`config.mk`:
```
export PLATFORM = sky130hd
export DESIGN_NAME = inst_fetch_unit
export DESIGN_NICKNAME = d
export VERILOG_FILES = /design/src/rtl/inst_fetch_unit.sv
export SDC_FILE = /design/constraint.sdc
export NUM_CORES = 1
export LEC_CHECK = 0
export ABC_AREA = 1
export BUFFER_PORTS_ARGS = -buffer_cell sky130_fd_sc_hd__buf_4
export CAP_MARGIN = 20
export CORE_ASPECT_RATIO = 1.1
export CORE_MARGIN = 1.5
export CORE_UTILIZATION = 45
export DETAILED_ROUTE_END_ITERATION = 8
export PLACE_DENSITY = 0.73
export SLEW_MARGIN = 20
export SYNTH_ARGS = -nofsm -noshare
export SYNTH_HDL_FRONTEND = slang
export SYNTH_SLANG_ARGS = --single-unit
```
`constraint.sdc`:
```
create_clock -name clk -period 17.53 [get_ports clk]
set_input_delay 3.506 -clock clk [delete_from_list [all_inputs] [get_ports clk]]
set_output_delay 3.506 -clock clk [all_outputs]
set_load 0.005 [all_outputs]
```
`src/rtl/inst_fetch_unit.sv`:
```
`default_nettype none
// ============================================================================
//  Module   : inst_fetch_unit
//  Purpose  : Instruction-fetch stage. Issues instruction-memory reads at the
//             current PC with at most one read outstanding, buffers returned
//             words in a small circular FIFO tagged with their fetch address,
//             and presents the head entry to the IF/ID register. Drives the
//             active-low PCWrite so the PC advances once per accepted fetch
//             and on every branch/jump redirect.
//  Ports    : clk, rst (sync, active low)
//             pc, pc_add_out         - current PC and PC+4 from the adder
//             flush, id_stall        - redirect / decode back-pressure
//             PCWrite                - 0 = PC loads next value, 1 = hold
//             imem_req/addr/gnt      - request channel to instruction memory
//             imem_rvalid/rdata      - response channel
//             if_valid/instr/pc/pc4  - buffer head towards decode
//  Revision : 1.0 - initial release
// ============================================================================
module inst_fetch_unit #(
    parameter int                ADDR_W = 32,
    parameter int                DATA_W = 32,
    parameter int                DEPTH  = 2,
    parameter logic [DATA_W-1:0] NOP    = '0
) (
    input  logic              clk,
    input  logic              rst,
    input  logic [ADDR_W-1:0] pc,
    input  logic [ADDR_W-1:0] pc_add_out,
    input  logic              flush,
    input  logic              id_stall,
    output logic              PCWrite,
    output logic              imem_req,
    output logic [ADDR_W-1:0] imem_addr,
    input  logic              imem_gnt,
    input  logic              imem_rvalid,
    input  logic [DATA_W-1:0] imem_rdata,
    output logic              if_valid,
    output logic [DATA_W-1:0] if_instr,
    output logic [ADDR_W-1:0] if_pc,
    output logic [ADDR_W-1:0] if_pc4
);

    localparam int PTR_W = (DEPTH > 1) ? $clog2(DEPTH) : 1;
    localparam int CNT_W = $clog2(DEPTH + 1);
    localparam int LVL_W = CNT_W + 1;

    localparam logic [PTR_W-1:0] PTR_LAST  = PTR_W'(DEPTH - 1);
    localparam logic [LVL_W-1:0] DEPTH_LVL = LVL_W'(DEPTH);

    localparam logic [1:0] S_IDLE  = 2'd0;  // nothing outstanding
    localparam logic [1:0] S_WAIT  = 2'd1;  // one live read outstanding
    localparam logic [1:0] S_DRAIN = 2'd2;  // outstanding read is stale

    logic [1:0]        state_q, state_d;
    logic [CNT_W-1:0]  count_q, count_d;
    logic [PTR_W-1:0]  rd_ptr_q, rd_ptr_d;
    logic [PTR_W-1:0]  wr_ptr_q, wr_ptr_d;
    logic [ADDR_W-1:0] pend_pc_q, pend_pc_d;
    logic [ADDR_W-1:0] pend_pc4_q, pend_pc4_d;

    logic [DATA_W-1:0] buf_instr_q [DEPTH];
    logic [DATA_W-1:0] buf_instr_d [DEPTH];
    logic [ADDR_W-1:0] buf_pc_q    [DEPTH];
    logic [ADDR_W-1:0] buf_pc_d    [DEPTH];
    logic [ADDR_W-1:0] buf_pc4_q   [DEPTH];
    logic [ADDR_W-1:0] buf_pc4_d   [DEPTH];

    logic              w_head_valid;
    logic              w_pop;
    logic              w_push;
    logic              w_space;
    logic              w_grant;
    logic [LVL_W-1:0]  w_level;

    function automatic logic [PTR_W-1:0] ptr_inc(input logic [PTR_W-1:0] p);
        return (p == PTR_LAST) ? '0 : p + 1'b1;
    endfunction

    // ------------------------------------------------------------------
    // FSM: state register
    // ------------------------------------------------------------------
    always_ff @(posedge clk) begin
        if (!rst) begin
            state_q <= S_IDLE;
        end else begin
            state_q <= state_d;
        end
    end

    // ------------------------------------------------------------------
    // FSM: next state
    // ------------------------------------------------------------------
    always_comb begin
        state_d = state_q;
        case (state_q)
            S_IDLE: begin
                state_d = w_grant ? S_WAIT : S_IDLE;
            end
            S_WAIT: begin
                // A response frees the slot; a same-cycle re-grant keeps us waiting.
                if (imem_rvalid) begin
                    state_d = w_grant ? S_WAIT : S_IDLE;
                end else if (flush) begin
                    state_d = S_DRAIN;
                end
            end
            S_DRAIN: begin
                if (imem_rvalid) begin
                    state_d = S_IDLE;
                end
            end
            default: begin
                state_d = S_IDLE;
            end
        endcase
    end

    // ------------------------------------------------------------------
    // FSM: outputs and handshake qualifiers
    // ------------------------------------------------------------------
    always_comb begin
        w_head_valid = rst & (count_q != '0);
        w_pop        = w_head_valid & ~id_stall & ~flush;
        w_push       = rst & (state_q == S_WAIT) & imem_rvalid & ~flush;
        // Occupancy after this cycle's pop/push; a request is only made
        // when the returning word is guaranteed a slot.
        w_level      = {1'b0, count_q} + LVL_W'(w_push) - LVL_W'(w_pop);
        w_space      = (w_level < DEPTH_LVL);
        imem_req     = rst & ~flush & w_space &
                       ((state_q == S_IDLE) | ((state_q == S_WAIT) & imem_rvalid));
        w_grant      = imem_req & imem_gnt;
        // PC advances exactly once per accepted fetch, or loads the redirect.
        PCWrite      = ~rst | ~(w_grant | flush);
    end

    // ------------------------------------------------------------------
    // Fetch buffer and pending-read tags: next values
    // ------------------------------------------------------------------
    always_comb begin
        count_d     = w_level[CNT_W-1:0];
        rd_ptr_d    = rd_ptr_q;
        wr_ptr_d    = wr_ptr_q;
        pend_pc_d   = pend_pc_q;
        pend_pc4_d  = pend_pc4_q;
        buf_instr_d = buf_instr_q;
        buf_pc_d    = buf_pc_q;
        buf_pc4_d   = buf_pc4_q;

        if (w_grant) begin
            pend_pc_d  = pc;
            pend_pc4_d = pc_add_out;
        end

        if (w_push) begin
            buf_instr_d[wr_ptr_q] = imem_rdata;
            buf_pc_d[wr_ptr_q]    = pend_pc_q;
            buf_pc4_d[wr_ptr_q]   = pend_pc4_q;
            wr_ptr_d              = ptr_inc(wr_ptr_q);
        end

        if (w_pop) begin
            rd_ptr_d = ptr_inc(rd_ptr_q);
        end

        // A redirect invalidates everything buffered, whatever else happens.
        if (flush) begin
            count_d  = '0;
            rd_ptr_d = '0;
            wr_ptr_d = '0;
        end
    end

    always_ff @(posedge clk) begin
        if (!rst) begin
            count_q    <= '0;
            rd_ptr_q   <= '0;
            wr_ptr_q   <= '0;
            pend_pc_q  <= '0;
            pend_pc4_q <= '0;
        end else begin
            count_q    <= count_d;
            rd_ptr_q   <= rd_ptr_d;
            wr_ptr_q   <= wr_ptr_d;
            pend_pc_q  <= pend_pc_d;
            pend_pc4_q <= pend_pc4_d;
        end
    end

    // Buffer payload needs no reset: it is only observed through if_valid.
    always_ff @(posedge clk) begin
        buf_instr_q <= buf_instr_d;
        buf_pc_q    <= buf_pc_d;
        buf_pc4_q   <= buf_pc4_d;
    end

    // ------------------------------------------------------------------
    // Outputs: head registers only, no path from imem_rdata
    // ------------------------------------------------------------------
    assign imem_addr = pc;
    assign if_valid  = w_head_valid;
    assign if_instr  = w_head_valid ? buf_instr_q[rd_ptr_q] : NOP;
    assign if_pc     = buf_pc_q[rd_ptr_q];
    assign if_pc4    = buf_pc4_q[rd_ptr_q];

endmodule
`default_nettype wire

```
==> impl_metrics.tcl <==
set metrics [dict create \
    status "completed" \
    async_flop_share 0 \
    multi_input_area_um2 2550 \
    clock.fmax_mhz 93.0 \
    report.final.setup_viol 0 \
    worstPathArrival_ps 7250 \
    drc 0 \
    cts-root-buf "clkbuf_16" \
    grt_pass1_wl_mm 36.0 \
    grt-ovfl-total 0 \
    syn2layout_area_growth_pct 23.9 \
    synth_common_cells "393 x nand2_1, 192 x edfxtp_1, 139 x nor2_1" \
    cts.sinks 262 \
    dieArea_um2 24500 \
    core_um2 23000 \
    fillers 1969 \
    tns_ps 0 \
    clockBufferDepth 3 \
    rsz0062_at_grt "no" \
    ios 233 \
    fp-row-count 58 \
    dp_slack_ps 6730 \
    viasPerCell 4.74 \
    drt-total-wl_mm 22.7 \
    path_class "in2out" \
    cts_max_level 1 \
    fin_util 0.573 \
    p_sw_uw 267 \
    cts_tree "yes" \
    antenna_found_initial 0 \
    synth_nets 1182 \
    wl_per_cell_um 14.4 \
    clk_latency_ps 520 \
    initialDrtViolationCount 390 \
    yosysSeqAreaShare 0.674 \
    gp_congestion 0.787 \
    first_global_vias 7425 \
    reg2reg_from "count_q[1]" \
    place_inst 1527 \
    drv_slew 0 \
    register_area_um2 7170 \
    port_buffers 232 \
    netlist_area_um2 10600 \
    synth_area_per_cell_um2 9.87 \
    ant_nets 0 \
    dpl.hpwl_mm 14.0 \
    slew_headroom 0.281 \
    place_area_um2 12300 \
    fin_area_um2 13200 \
    crit_start "rst" \
    maxCapViolCount 0 \
    power.density_cell_area_nw_per_um2 97.2 \
    cts_buffers 26 \
    crit_required_ps 14020 \
    hold_class "reg2reg" \
    initial_core_util 0.462 \
    cp-end-kind "output port" \
    yosys.area.top_type "edfxtp_1" \
    p_leak_uw 0.00612 \
    power.share.combinational 0.050 \
    min_from "pend_pc4_q[3]" \
    final_nets 1360 \
    ctsHoldBuffers 0 \
    setup_slack_ps 6770 \
    switching_share 0.208 \
    cts_resized 0 \
    clk_pin_slew_worst_paths_ps 60 \
    ys_ff_latch 262 \
    start_kind "primary input" \
    synth_top_area_share 0.543 \
    period_share 0.614 \
    layout-drive-gt1-share 0.233 \
    diodes 0 \
    yosysMostFrequentCell "nand2_1" \
    yosys_warnings 0 \
    worst_pin_slew_ps 1080 \
    vias 7473 \
    synthFlopType "edfxtp_1" \
    post_cts_buffers 0 \
    grt_max_degree 97 \
    fin_skew_ps 9.08 \
    p_int_uw 1010 \
    fin_crit_ps 10760 \
    grt_usage 0.185 \
    seq_power_share 0.531 \
    path_max_fanout 67 \
    synth-edff-count 192 \
    layoutNonFillerInstCount 1575 \
    clkPwrFrac 0.419 \
    yosysUniqueCellTypes 22 \
    die_w_um 150 \
    hold_violations 0 \
    die_h_um 164 \
    ir_drop_v 0.0000668 \
    drt_first_pass_iters 5 \
    synthTopCellsByArea "edfxtp_1 54%, nand2_1 14%, dfxtp_1 13%" \
    synth_cells 1077 \
]
## cell families after synthesis
kind of cell	Yosys count	share of synthesized area
DFF	262	0.674
and+or+nand+nor	602	0.229
AOI/OAI and AO/OA	8	0.00400
buffers and inverters	202	0.0884
adders and majority gates	3	0.00424
## critical path: stages
cell     delay [ps]
buf_4           550
nand2_2         230
inv_1           150
nand3_1         230
ha_1            360
inv_1            60
ha_1            120
inv_1            50
fa_1            510
inv_1            80
nor2_4          100
buf_4           560
nand3_1         330
nor2_4          170
a21oi_1          50
buf_4           180
## layout make-up
class / count / share of cell area
sequential: 262 / 0.544
multi-input combinational: 613 / 0.194
timing repair buffer: 240 / 0.137
clock buffer: 31 / 0.0547
inverter: 112 / 0.0320
tap: 300 / 0.0285
clock inverter: 17 / 0.00950
## metrics by stage
| stage | hold slack, ps | total power (uW) |
|---|---|---|
| finish | 450 | 1280 |
| global route | 461 | 1330 |
| CTS | 445 | 1290 |
| detailed placement | 437 | 757 |
| global placement | 430 | 755 |
| floorplan | 426 | 728 |
## final timing paths
kind | slack [ps] | endpoint | cells past startpoint
setup / recovery | 6770 | PCWrite | 16
hold / removal | 450 | buf_pc4_q[35] | 0
hold reg to reg | 450 | buf_pc4_q[35] | 0
setup reg to reg | 13420 | pend_pc_q[25] | 16
## sequential cells by signal, indices dropped and copies added (netlist names), 2 cells and up
register	flops
pend_pc_q	32
state_q	2
buf_pc4_q	64
buf_pc_q	64
count_q	2
buf_instr_q	64
pend_pc4_q	32
## power groups by stage
stage | registers (uW) | clock network [uW] | logic, uW
2_1_floorplan | 691 | 0 | 36.4
3_3_place_gp | 692 | 0 | 63.0
3_5_place_dp | 693 | 0 | 64.5
4_1_cts | 679 | 548 | 64.7
5_1_grt | 680 | 574 | 71.9
6_report | 679 | 536 | 63.9
## per-layer routing
layer  routed length [um]  vias up  share of wire  GRT usage
met5                    0        -              0          0
li1                     -     3756              -          -
met4                  760        0          0.034     0.0788
met2                11900      222           0.53      0.349
met3                 1390       53          0.061     0.0294
met1                 8570     3442           0.38      0.205
## cell usage in the layout (no fill, tap or decap)
master and instances:
nand2_1 393, dfxtp_4 1, a21oi_1 4, nand4_1 64, ha_1 2, dfxtp_1 69
nor2_4 5, inv_2 1, nor2_2 1, bufinv_16 1, o21ai_0 2, nand2_2 1
clkbuf_16 27, edfxtp_1 192, nand3_1 2, fa_1 1, a31oi_1 1, clkbuf_1 1
clkbuf_8 3, inv_6 1, clkinvlp_4 5, inv_1 110, clkinv_1 1, nor2_1 135
or2_2 1, clkinv_2 10, o22ai_1 1, buf_4 240
Note: power is estimated with default switching activity, not from simulation.
